$ cat src/rtl/cs_sched_pkg.sv
// Shared types and defaults for the mission-clock transfer scheduler.
//   state_e   : scheduler FSM states (idle, request outstanding, done, fatal error)
//   ch_t      : channel index as carried on xfer_ch_o
//   UPLOAD_CH : the one channel whose transfer is a put (SUT word uploaded)
package cs_sched_pkg;

    localparam int unsigned DEFAULT_NCH = 4;
    localparam int unsigned DEFAULT_DW  = 9;
    localparam int unsigned DEFAULT_TMO = 1024;
    localparam int unsigned UPLOAD_CH   = 3;
    localparam int unsigned CH_W        = 2;

    typedef logic [CH_W-1:0] ch_t;

    typedef enum logic [1:0] {
        StIdle,
        StReq,
        StDone,
        StErr
    } state_e;

    function automatic logic is_upload(ch_t ch);
        return ch == ch_t'(UPLOAD_CH);
    endfunction

endpackage

$ cat src/rtl/cs_rr_arb.sv
// Round-robin channel picker.
//   req   : pending-request vector, one bit per channel
//   last  : channel served most recently; search starts at last+1 (mod NCH)
//   grant : index of the first requesting channel found
//   any   : at least one request present (grant is meaningless otherwise)
module cs_rr_arb
    import cs_sched_pkg::*;
#(
    parameter int unsigned NCH = DEFAULT_NCH
) (
    input  logic [NCH-1:0] req,
    input  ch_t            last,
    output ch_t            grant,
    output logic           any
);

    localparam int unsigned IW = (NCH > 1) ? $clog2(NCH) : 1;

    int unsigned idx;

    always_comb begin
        grant = '0;
        any   = 1'b0;
        idx   = 0;
        // i = NCH wraps back to 'last' itself, so it is considered last.
        for (int unsigned i = 1; i <= NCH; i++) begin
            idx = (32'(last) + i) % NCH;
            if (!any && req[idx[IW-1:0]]) begin
                any   = 1'b1;
                grant = ch_t'(idx);
            end
        end
    end

endmodule

$ cat src/rtl/trgt_xfer_sched.sv
// Transfer scheduler between mission-clock channels and the shunt transport.
// Each channel edge request freezes that channel's mission clock until one
// transport transaction for it has completed. Channels 0..2 download a word
// (get), channel 3 uploads the SUT output word (put).
//   clk_i, rst_ni  : utility clock, synchronous active-low reset
//   edge_req_i     : per-channel one-cycle request pulses
//   sut_data_i     : word uploaded on the upload channel, sampled at grant
//   freeze_clk_o   : per-channel mission-clock hold (all ones once in error)
//   xfer_*         : transport request/response handshake
//   rx_valid_o/rx_data_o : one-cycle delivery of a downloaded word
//   ovf_o, err_o   : sticky overrun flags and sticky fatal error
module trgt_xfer_sched
    import cs_sched_pkg::*;
#(
    parameter int unsigned NCH = DEFAULT_NCH,
    parameter int unsigned DW  = DEFAULT_DW,
    parameter int unsigned TMO = DEFAULT_TMO
) (
    input  logic           clk_i,
    input  logic           rst_ni,
    input  logic [NCH-1:0] edge_req_i,
    input  logic [DW-1:0]  sut_data_i,
    output logic [NCH-1:0] freeze_clk_o,
    output logic           xfer_req_o,
    output logic [1:0]     xfer_ch_o,
    output logic           xfer_dir_o,
    output logic [DW-1:0]  xfer_wdata_o,
    input  logic           xfer_ack_i,
    input  logic           xfer_err_i,
    input  logic [DW-1:0]  xfer_rdata_i,
    output logic [2:0]     rx_valid_o,
    output logic [DW-1:0]  rx_data_o,
    output logic [NCH-1:0] ovf_o,
    output logic           err_o
);

    localparam int unsigned   CW       = (TMO > 1) ? $clog2(TMO) : 1;
    localparam logic [CW-1:0] CNT_LAST = CW'(TMO - 1);

    state_e         state_q, state_d;
    logic [NCH-1:0] pend_q, pend_d;
    logic [NCH-1:0] ovf_q, ovf_d;
    ch_t            last_q, last_d;
    ch_t            ch_q, ch_d;
    logic           dir_q, dir_d;
    logic [DW-1:0]  wdata_q, wdata_d;
    logic [DW-1:0]  rdata_q, rdata_d;
    logic [CW-1:0]  cnt_q, cnt_d;
    logic [NCH-1:0] clr;

    ch_t  arb_grant;
    logic arb_any;

    cs_rr_arb #(
        .NCH (NCH)
    ) u_arb (
        .req   (pend_q),
        .last  (last_q),
        .grant (arb_grant),
        .any   (arb_any)
    );

    always_comb begin
        state_d = state_q;
        last_d  = last_q;
        ch_d    = ch_q;
        dir_d   = dir_q;
        wdata_d = wdata_q;
        rdata_d = rdata_q;
        cnt_d   = cnt_q;
        clr     = '0;

        unique case (state_q)
            StIdle: begin
                if (arb_any) begin
                    ch_d    = arb_grant;
                    dir_d   = is_upload(arb_grant);
                    wdata_d = sut_data_i;
                    cnt_d   = '0;
                    state_d = StReq;
                end
            end
            StReq: begin
                cnt_d = cnt_q + 1'b1;
                // Error (or timeout) outranks a simultaneous ack.
                if (xfer_err_i || cnt_q == CNT_LAST) begin
                    state_d = StErr;
                end else if (xfer_ack_i) begin
                    rdata_d = xfer_rdata_i;
                    state_d = StDone;
                end
            end
            StDone: begin
                clr     = NCH'(1) << ch_q;
                last_d  = ch_q;
                state_d = StIdle;
            end
            StErr: begin
                state_d = StErr;
            end
            default: begin
                state_d = StErr;
            end
        endcase

        // A new edge on the channel being retired re-arms it and is not an overrun.
        pend_d = (pend_q & ~clr) | edge_req_i;
        ovf_d  = ovf_q | (edge_req_i & pend_q & ~clr);
    end

    always_ff @(posedge clk_i) begin
        if (!rst_ni) begin
            state_q <= StIdle;
            pend_q  <= '0;
            ovf_q   <= '0;
            last_q  <= ch_t'(NCH - 1);
            ch_q    <= '0;
            dir_q   <= 1'b0;
            wdata_q <= '0;
            rdata_q <= '0;
            cnt_q   <= '0;
        end else begin
            state_q <= state_d;
            pend_q  <= pend_d;
            ovf_q   <= ovf_d;
            last_q  <= last_d;
            ch_q    <= ch_d;
            dir_q   <= dir_d;
            wdata_q <= wdata_d;
            rdata_q <= rdata_d;
            cnt_q   <= cnt_d;
        end
    end

    always_comb begin
        rx_valid_o = '0;
        rx_data_o  = '0;
        if (state_q == StDone && !dir_q) begin
            rx_valid_o = 3'b001 << ch_q;
            rx_data_o  = rdata_q;
        end
    end

    assign freeze_clk_o = (state_q == StErr) ? {NCH{1'b1}} : pend_q;
    assign xfer_req_o   = (state_q == StReq);
    assign err_o        = (state_q == StErr);
    assign xfer_ch_o    = ch_q;
    assign xfer_dir_o   = dir_q;
    assign xfer_wdata_o = wdata_q;
    assign ovf_o        = ovf_q;

endmodule

$ cat config.mk
export PLATFORM = sky130hd
export DESIGN_NAME = trgt_xfer_sched
export DESIGN_NICKNAME = d
export VERILOG_FILES = /design/src/rtl/cs_sched_pkg.sv /design/src/rtl/cs_rr_arb.sv /design/src/rtl/trgt_xfer_sched.sv
export SDC_FILE = /design/constraint.sdc
export NUM_CORES = 1
export LEC_CHECK = 0
export ABC_AREA = 1
export CORE_MARGIN = 2
export CORE_UTILIZATION = 40
export CTS_CLUSTER_SIZE = 20
export DETAILED_ROUTE_END_ITERATION = 8
export PLACE_DENSITY = 0.68
export RECOVER_POWER = 50
export SLEW_MARGIN = 10
export SYNTH_ARGS = -nofsm -noshare
export SYNTH_HDL_FRONTEND = slang
export SYNTH_HIERARCHICAL = 1
export SYNTH_SLANG_ARGS = --single-unit
export TNS_END_PERCENT = 1
$ cat constraint.sdc
create_clock -name clk_i -period 2 [get_ports clk_i]
set_input_delay 0.4 -clock clk_i [delete_from_list [all_inputs] [get_ports clk_i]]
set_output_delay 0.4 -clock clk_i [all_outputs]
set_load 0.02 [all_outputs]
Yosys cells after proc, flatten, opt, wreduce, memory -nomap -nowiden. Cells that the tools add are included.

Logic and storage cells: 75. Bits of input ports: 26. Flip-flop bits (word level): 43.

Equal/unequal tests: 7. Magnitude comparators: 4. Add/sub/neg operators: 5. Bitwise gates (word level): 7. Muxes and demuxes: 26. Shifts and indexed selects: 2. Reduce and logical (&&, ||, !) cells: 15.

Operator list (number): case mux 10 bit (2 select lines) (1); two-way mux 2 bit (7); AND 4 bit (3); less-than comparator 2 x 3 -> 1 bit, second input constant (4); adder 10 x 1 -> 10 bit, second input constant (1); equality test 10 bit, second input constant (1); two-way mux 10 bit (1); two-way mux 9 bit (1); binary-select mux 1 bit (select 2 bit) (4); two-way mux 1 bit (8); two-way mux 4 bit (2); OR 4 bit (2); case mux 2 bit (4 select lines) (1); equality test 2 bit, second input constant (3); AND reduction 2 bit (3); adder 2 x 1 -> 2 bit, second input constant (2); adder 2 bit, second input constant (2); logical AND 1 bit (4); logical NOT 1 bit (4); inverter 4 bit (1); left shift 1 x 2 -> 4 bit, first input constant (1); two-way mux 3 bit (1); inequality test 3 x 1 -> 1 bit, second input constant (1); AND reduction 3 bit (1); 7 further kinds (7).

Depth between registers and ports, before layout. Gate-level depths: netlist (run 1).

Depth in word-level cells: 15. Gate-level depth with buffers: 12. Mapped depth without buffers: 12.

By module. Netlist (run 1), hierarchy kept.

By module, submodules not included: trgt_xfer_sched (cells each 287, instances 1, sequential area each 860.8 µm², area each 1959.4 µm²); cs_rr_arb (cells each 52, instances 1, sequential area each 0.0 µm², area each 271.5 µm²).

Worst setup path before layout (run 1). Ideal clock, no wire load.

Path type: register to register. Start point: register last_q[0]. End point: register wdata_q[0] (netlist: xfer_wdata_o[0]). Clock period less this slack: 1.593 ns. Stages on the path, launching flop included: 13. Arrival: 1.477 ns. Path slack: 0.407 ns. Setup time: 0.116 ns. Required time: 1.884 ns. Path through: dfxtp_1 > buf_4 > nand2_2 > nand2_1 > nand2_1 > nand2_4 > nor2_8 > nand4_1 > nand3_2 > inv_1 > buf_2 > nor2_1 > nor2_1.

Longest elaborated chain between the ends: 14.

Ends and longest elaborated chain: from (decl) (RTL line trgt_xfer_sched.sv:43) `ch_t last_q, last_d;`; from (signal assigned) (RTL line trgt_xfer_sched.sv:116) `last_q <= ch_t'(NCH - 1);`; from (signal assigned) (RTL line trgt_xfer_sched.sv:126) `last_q <= last_d;`; adder 2 x 1 -> 2 bit (RTL line cs_rr_arb.sv:27) `idx = (32'(last) + i) % NCH;`; binary-select mux 1 bit (select 2 bit) (RTL line cs_rr_arb.sv:28) `if (!any && req[idx[IW-1:0]]) begin`; two-way mux 1 bit (implied by the code) (RTL line cs_rr_arb.sv:28); two-way mux 1 bit (RTL line cs_rr_arb.sv:28); logical NOT 1 bit (RTL line cs_rr_arb.sv:28); logical AND 1 bit (RTL line cs_rr_arb.sv:28); two-way mux 1 bit (RTL line cs_rr_arb.sv:28); logical NOT 1 bit (RTL line cs_rr_arb.sv:28); logical AND 1 bit (RTL line cs_rr_arb.sv:28); two-way mux 1 bit (RTL line cs_rr_arb.sv:28); logical NOT 1 bit (RTL line cs_rr_arb.sv:28); logical AND 1 bit (RTL line cs_rr_arb.sv:28); two-way mux 1 bit (*) (RTL line cs_rr_arb.sv:28); via arb_any (RTL line trgt_xfer_sched.sv:52) `logic arb_any;`; AND reduction 2 bit (no line) (*); to (signal assigned) (RTL line trgt_xfer_sched.sv:129) `wdata_q <= wdata_d;`; to (decl) (RTL line trgt_xfer_sched.sv:46) `logic [DW-1:0] wdata_q, wdata_d;`.

Mark *: on every way through the listed nets, which the timed path passes. The rest lies on a longest branch. The select of a mux whose other input is x is not followed. A chain may end at the register's enable or synchronous reset.

Worst setup path after layout (run 1).
Start point: register state_q[1]. End point: output rx_data_o[0].

Longest elaborated chain between the ends: 3.

Ends and longest elaborated chain: from (decl) (RTL line trgt_xfer_sched.sv:40) `state_e state_q, state_d;`; from (signal assigned) (RTL line trgt_xfer_sched.sv:113) `state_q <= StIdle;`; from (signal assigned) (RTL line trgt_xfer_sched.sv:123) `state_q <= state_d;`; equality test 2 bit (RTL line trgt_xfer_sched.sv:138) `if (state_q == StDone && !dir_q) begin`; logical AND 1 bit (RTL line trgt_xfer_sched.sv:138); two-way mux 9 bit (RTL line trgt_xfer_sched.sv:138); to (decl) (RTL line trgt_xfer_sched.sv:32) `output logic [DW-1:0] rx_data_o,`.

Every way passes these cells.

==> impl_metrics.json, run 1 <==
{
  "wl_per_cell_um": 10.82,
  "yosysWarningCount": 6,
  "hold_start": "ovf_o[2]",
  "vias": 2236,
  "dpl.cell_count": 468,
  "synth_nets": 366,
  "r2r_cells": 12,
  "cts_tree": "built",
  "r2r_slack_ns": 0.18,
  "wl_mm": 5.149,
  "ioPinCount": 60,
  "grt_pass1_vias": 2043,
  "status": "finished clean",
  "grt_overflow": 0,
  "ys_seq_elements": 43,
  "period_share_pct": 97.20,
  "yosysMostFrequentCell": "nand2_1",
  "skew_ns": 0.006069,
  "drtIter0Drc": 88,
  "ys.flop_type": "dfxtp_1",
  "synth_area_per_cell_um2": 6.581,
  "irDropWorstVdd_mv": 0.4754,
  "cts-buffers-inserted": 5,
  "dieArea_um2": 6191,
  "design.core.area_um2": 5439,
  "start_util_pct": 41.02,
  "portBuffers": 59,
  "power.total_mw": 2.457,
  "max-cap-violations": 0,
  "ys_seq_area_share_pct": 38.59,
  "vias_per_cell": 4.697,
  "synthTopCellsByArea": "dfxtp_1, nand2_1, nor2_1",
  "synth.largest_area_cell": "dfxtp_1",
  "worstReg2RegStart": "last_q[0]",
  "worst_pin_slew_ns": 0.5170,
  "root_buffer": "clkbuf_8",
  "cellPowerDensity_nw_per_um2": 837.8,
  "synth_top_area_share_pct": 38.59,
  "arrival_ns": 1.54,
  "finalSetupViolCount": 0,
  "rsz0062_at_grt": "yes",
  "nNetsFinal": 430,
  "crit_type": "register to output port",
  "cts_sinks": 43,
  "synth-edff-count": 0,
  "grt_usage_pct": 17.59,
  "cts_hold_buf": 0,
  "synth_cells": 339,
  "die_x_um": 78.68,
  "netlist_area_um2": 2231,
  "drc": 0,
  "first_pass_iters": 5,
  "worstPathMaxFanout": 9,
  "final_area_um2": 2933,
  "grt_max_degree": 30,
  "synth.lib_cells_used.distinct": 26,
  "ant_nets": 0,
  "grt_pass1_wl_mm": 8.887,
  "clockBufferDepth": 2,
  "cellLeakagePower_nw": 1.401,
  "holdPathEnd": "ovf_o[2]",
  "path_clk_slew_ns": 0.09,
  "finalHoldViolations": 0,
  "cp_data_required_time_ns": 1.60,
  "rows": 27,
  "htree_levels": 2,
  "fin_crit_ns": 1.944,
  "slew_violations": 0,
  "top_layer_used": "met4",
  "num_antenna_cells": 0,
  "antenna_found_initial": 0,
  "wl_met3_um": 279,
  "die_y_um": 78.68,
  "startpoint": "state_q[1]",
  "finalWeightedCongestion": 0.8519,
  "syn2layout_area_growth_pct": 31.46,
  "slew_headroom_pct": 65.53,
  "async_reset_ff_share_pct": 0,
  "max_freq_ghz": 0.5144,
  "drive_gt1_share_pct": 12.38,
  "final_cells": 476,
  "hold_path_depth": 2,
  "route.met2.wl_mm": 2.384,
  "worstReg2RegEnd": "cnt_q[3]",
  "hpwlAfterDp_mm": 3.847,
  "crit_path_start_kind": "register",
  "dpl-instance-area_um2": 2927,
  "critPathCaptureType": "output port",
  "hp-class": "register to register",
  "clk_latency_ns": 0.30,
  "synth_common_cells": "nand2_1, nor2_1, inv_1, dfxtp_1, nand3_1",
  "fin_setup_tns_ns": 0,
  "wl_met1_mm": 2.452
}
[per-layer routing]
metal / GRT usage [%] / up-vias
met4: 4.737 / 0
met5: 0 / -
met1: 22.21 / 995
met3: 3.908 / 4
met2: 30.09 / 49
li1: - / 1188
[power by group]
part | switching [mW] | internal [mW]
Sequential | 0.0587 | 0.952
Clock | 0.309 | 0.282
Combinational | 0.507 | 0.349
[sequential cells by signal (all words and copies together), names as in the netlist]
register      count
cnt_q            10
rdata_q           9
xfer_wdata_o      9
ovf_o             4
pend_q            4
last_q            2
state_q           2
xfer_ch_o         2
xfer_dir_o        1
[layout by cell type (no fill, tap or decap), types with 2 or more instances in the layout]
cell type | Yosys | layout
buf_4 | 2 | 7
o21ai_0 | 17 | 17
nand4_1 | 13 | 13
clkbuf_8 | 0 | 6
or2_2 | 5 | 5
clkdlybuf4s50_1 | 0 | 27
nand3_1 | 19 | 21
clkbuf_2 | 0 | 12
inv_2 | 4 | 4
nand2_2 | 5 | 5
dfxtp_1 | 43 | 42
nor2_1 | 61 | 62
dlygate4sd3_1 | 0 | 14
nand2_4 | 3 | 2
clkbuf_1 | 4 | 2
inv_1 | 48 | 48
a31oi_1 | 4 | 4
dlygate4sd2_1 | 0 | 5
nand2_1 | 75 | 76
a21oi_1 | 18 | 18
[cell families after synthesis]
kind of cell             Yosys count  synth area share, %
buffers and inverters             64                12.00
adder cells (fa/ha/maj)            1               0.5608
flip-flops                        43                38.59
AND/OR/NAND/NOR                  189                38.92
AO/OA/AOI/OAI                     42                9.927
[layout make-up]
type,count,area (µm²)
clock buffers,6,82.58
clock inverters,2,16.27
fillers,571,2506
inverters,52,195.2
multi-input cells,232,1082
flip-flops and latches,43,862.1
well taps,72,90.09
repair buffers,69,604.3
[worst max-delay path by stage]
stage,to,slack [ns],depth (start not counted)
2_1_floorplan,xfer_wdata_o[0],0.41,12
3_3_place_gp,rx_data_o[1],0.10,5
3_5_place_dp,rx_data_o[3],0.08,4
4_1_cts,rx_data_o[3],0.01,4
5_1_grt,rx_data_o[0],-0.04,4
6_report,rx_data_o[0],0.06,4
[what timing repair did]
item,in CTS,in global routing
pin swaps,0,0
resized for setup,17,25
setup buffers,0,0
endpoints found under the hold margin,0,0
endpoints found under the setup margin,17,14
[worst max-delay path, stage by stage, from the launching register on]
cell and delay, ns:
dfxtp_1 0.38, nand2_2 0.07, or2_2 0.37, nor2_1 0.12, clkdlybuf4s15_1 0.31
[metrics by stage]
step,worst slack (ns),utilization [%],hold slack (ns)
6_report,0.05593,53.92,0.4758
5_1_grt,-0.03986,53.92,0.5080
4_1_cts,0.01158,55.23,0.4838
3_5_place_dp,0.07604,53.81,0.4615
3_3_place_gp,0.1041,53.81,0.4534
2_1_floorplan,0.4070,-,0.4435
Power figures use the tool's default switching activity.
==> run 2: changes to the inputs <==
--- a/config.mk
+++ b/config.mk
@@ -17,4 +17,3 @@
 export SYNTH_HDL_FRONTEND = slang
 export SYNTH_HIERARCHICAL = 1
 export SYNTH_SLANG_ARGS = --single-unit
-export TNS_END_PERCENT = 1
==> impl_metrics.json, run 2 (synthesis gave the netlist of run 1 again) <==
{
  "status": "finished clean",
  "cellLeakagePower_nw": 1.399,
  "final_cell_mix": "nand2_1, nor2_1, inv_1, dfxtp_1, clkdlybuf4s50_1",
  "htree_levels": 2,
  "drive_gt1_share_pct": 12.62,
  "slew_headroom_pct": 70.79,
  "cts_hold_buf": 0,
  "portBuffers": 59,
  "vias_per_cell": 4.716,
  "slew_violations": 0,
  "num_antenna_cells": 0,
  "skew_ns": 0.006300,
  "drc": 0,
  "ioPinCount": 60,
  "critPathTopFamily": "buffers and inverters",
  "max-cap-violations": 0,
  "irDropWorstVdd_mv": 0.4759,
  "path_clk_slew_ns": 0.09,
  "max_freq_ghz": 0.5255,
  "finalWeightedCongestion": 0.8519,
  "path_buf_inv": 3,
  "period_share_pct": 95.14,
  "antenna_found_initial": 0,
  "hp-class": "register to register",
  "syn2layout_area_growth_pct": 31.52,
  "slowest_stage": "dfxtp_1",
  "crit_type": "register to output port",
  "fin_setup_tns_ns": 0,
  "grt_pass1_vias": 2043,
  "grt_max_degree": 30,
  "vias": 2245,
  "crit_path_cell_trace": "buf_4 > nand2_1 > inv_1 > or2_2 > dlygate4sd2_1",
  "grt_usage_pct": 17.59,
  "design.core.area_um2": 5439,
  "dieArea_um2": 6191,
  "largest_register_ff_count": 10,
  "die_x_um": 78.68,
  "grt_pass1_wl_mm": 8.887,
  "crit_path_start_kind": "register",
  "wl_per_cell_um": 10.82,
  "post_cts_buffers": 0,
  "root_buffer": "clkbuf_8",
  "rsz0062_at_grt": "no",
  "wl_mm": 5.149,
  "nNetsFinal": 430,
  "layout_commonest_cell": "nand2_1",
  "cts-buffers-inserted": 5,
  "arrival_ns": 1.50,
  "finalSetupViolCount": 0,
  "clk_latency_ns": 0.30,
  "cp_data_required_time_ns": 1.60,
  "hpwlAfterDp_mm": 3.847,
  "hold_ws_ns": 0.4758,
  "drtIter0Drc": 82,
  "worst_pin_slew_ns": 0.4377,
  "top_register": "cnt_q",
  "worstPathMaxFanout": 5,
  "finalHoldViolations": 0,
  "cts_sinks": 43,
  "critPathCaptureType": "output port",
  "post_cts_resized": 17,
  "critical_path.max_stage_delay_ns": 0.33,
  "clockBufferDepth": 2,
  "rows": 27,
  "cellPowerDensity_nw_per_um2": 839.2,
  "cts_tree": "built",
  "ant_nets": 0,
  "first_pass_iters": 4,
  "grt_overflow": 0,
  "start_util_pct": 41.02,
  "fin_crit_ns": 1.903,
  "die_y_um": 78.68
}
-- run 2: cell types whose count changed in the layout (fill, tap and decap cells not counted) --
cell             before  now
nand2_2               5    4
clkdlybuf4s15_1       1    0
nand2_4               2    3
nor2_2                1    2
clkbuf_1              2    3
nor2_1               62   61
-- run 2: where the power goes --
part,switching (mW),internal [mW]
Sequential,0.0585,0.952
Clock,0.311,0.282
Combinational,0.509,0.349
Total,0.879,1.58
-- run 2: cell type report --
type	count	area, µm²
sequential	43	862.1
multi-input combinational	232	1090
fill	574	2505
clock buffer	6	82.58
tap	72	90.09
inverter	52	195.2
clock inverter	2	16.27
timing repair buffer	69	598.1
-- run 2: final timing paths --
| check | start | end | slack, ns | cells after the start |
|---|---|---|---|---|
| worst max register to register | last_q[0] | cnt_q[3] | 0.21 | 12 |
| worst min register to register | ovf_o[2] | ovf_o[2] | 0.48 | 2 |
| worst max-delay path | state_q[0] | freeze_clk_o[0] | 0.1 | 5 |
| worst min-delay path | ovf_o[2] | ovf_o[2] | 0.48 | 2 |
-- run 2: layer usage --
layer  global-route usage, %  up-vias  routed length (µm)
li1                        -     1187                   -
met1                   22.21     1011                2495
met2                   30.09       43                2382
met3                   3.908        4                 228
met4                   4.737        0                  43
met5                       0        -                   0
-- run 2: per-stage QoR --
step           setup WS [ns]  std cells  utilization, %  instance area, µm²  total power [mW]
6_report             0.09713        476           53.95                2934             2.462
5_1_grt              0.02072        476           53.95                2934             2.627
4_1_cts              0.01158        476           55.23                3004             2.517
3_5_place_dp         0.07604        468           53.81                2927             1.934
3_3_place_gp          0.1041        468           53.81                2927             1.927
2_1_floorplan         0.4070        339               -                2231             1.574
-- run 2: tightest hold or removal path: stages (launching register included) --
cell     delay (ns)
dfxtp_1        0.33
a31oi_1        0.04
nor2_1         0.07
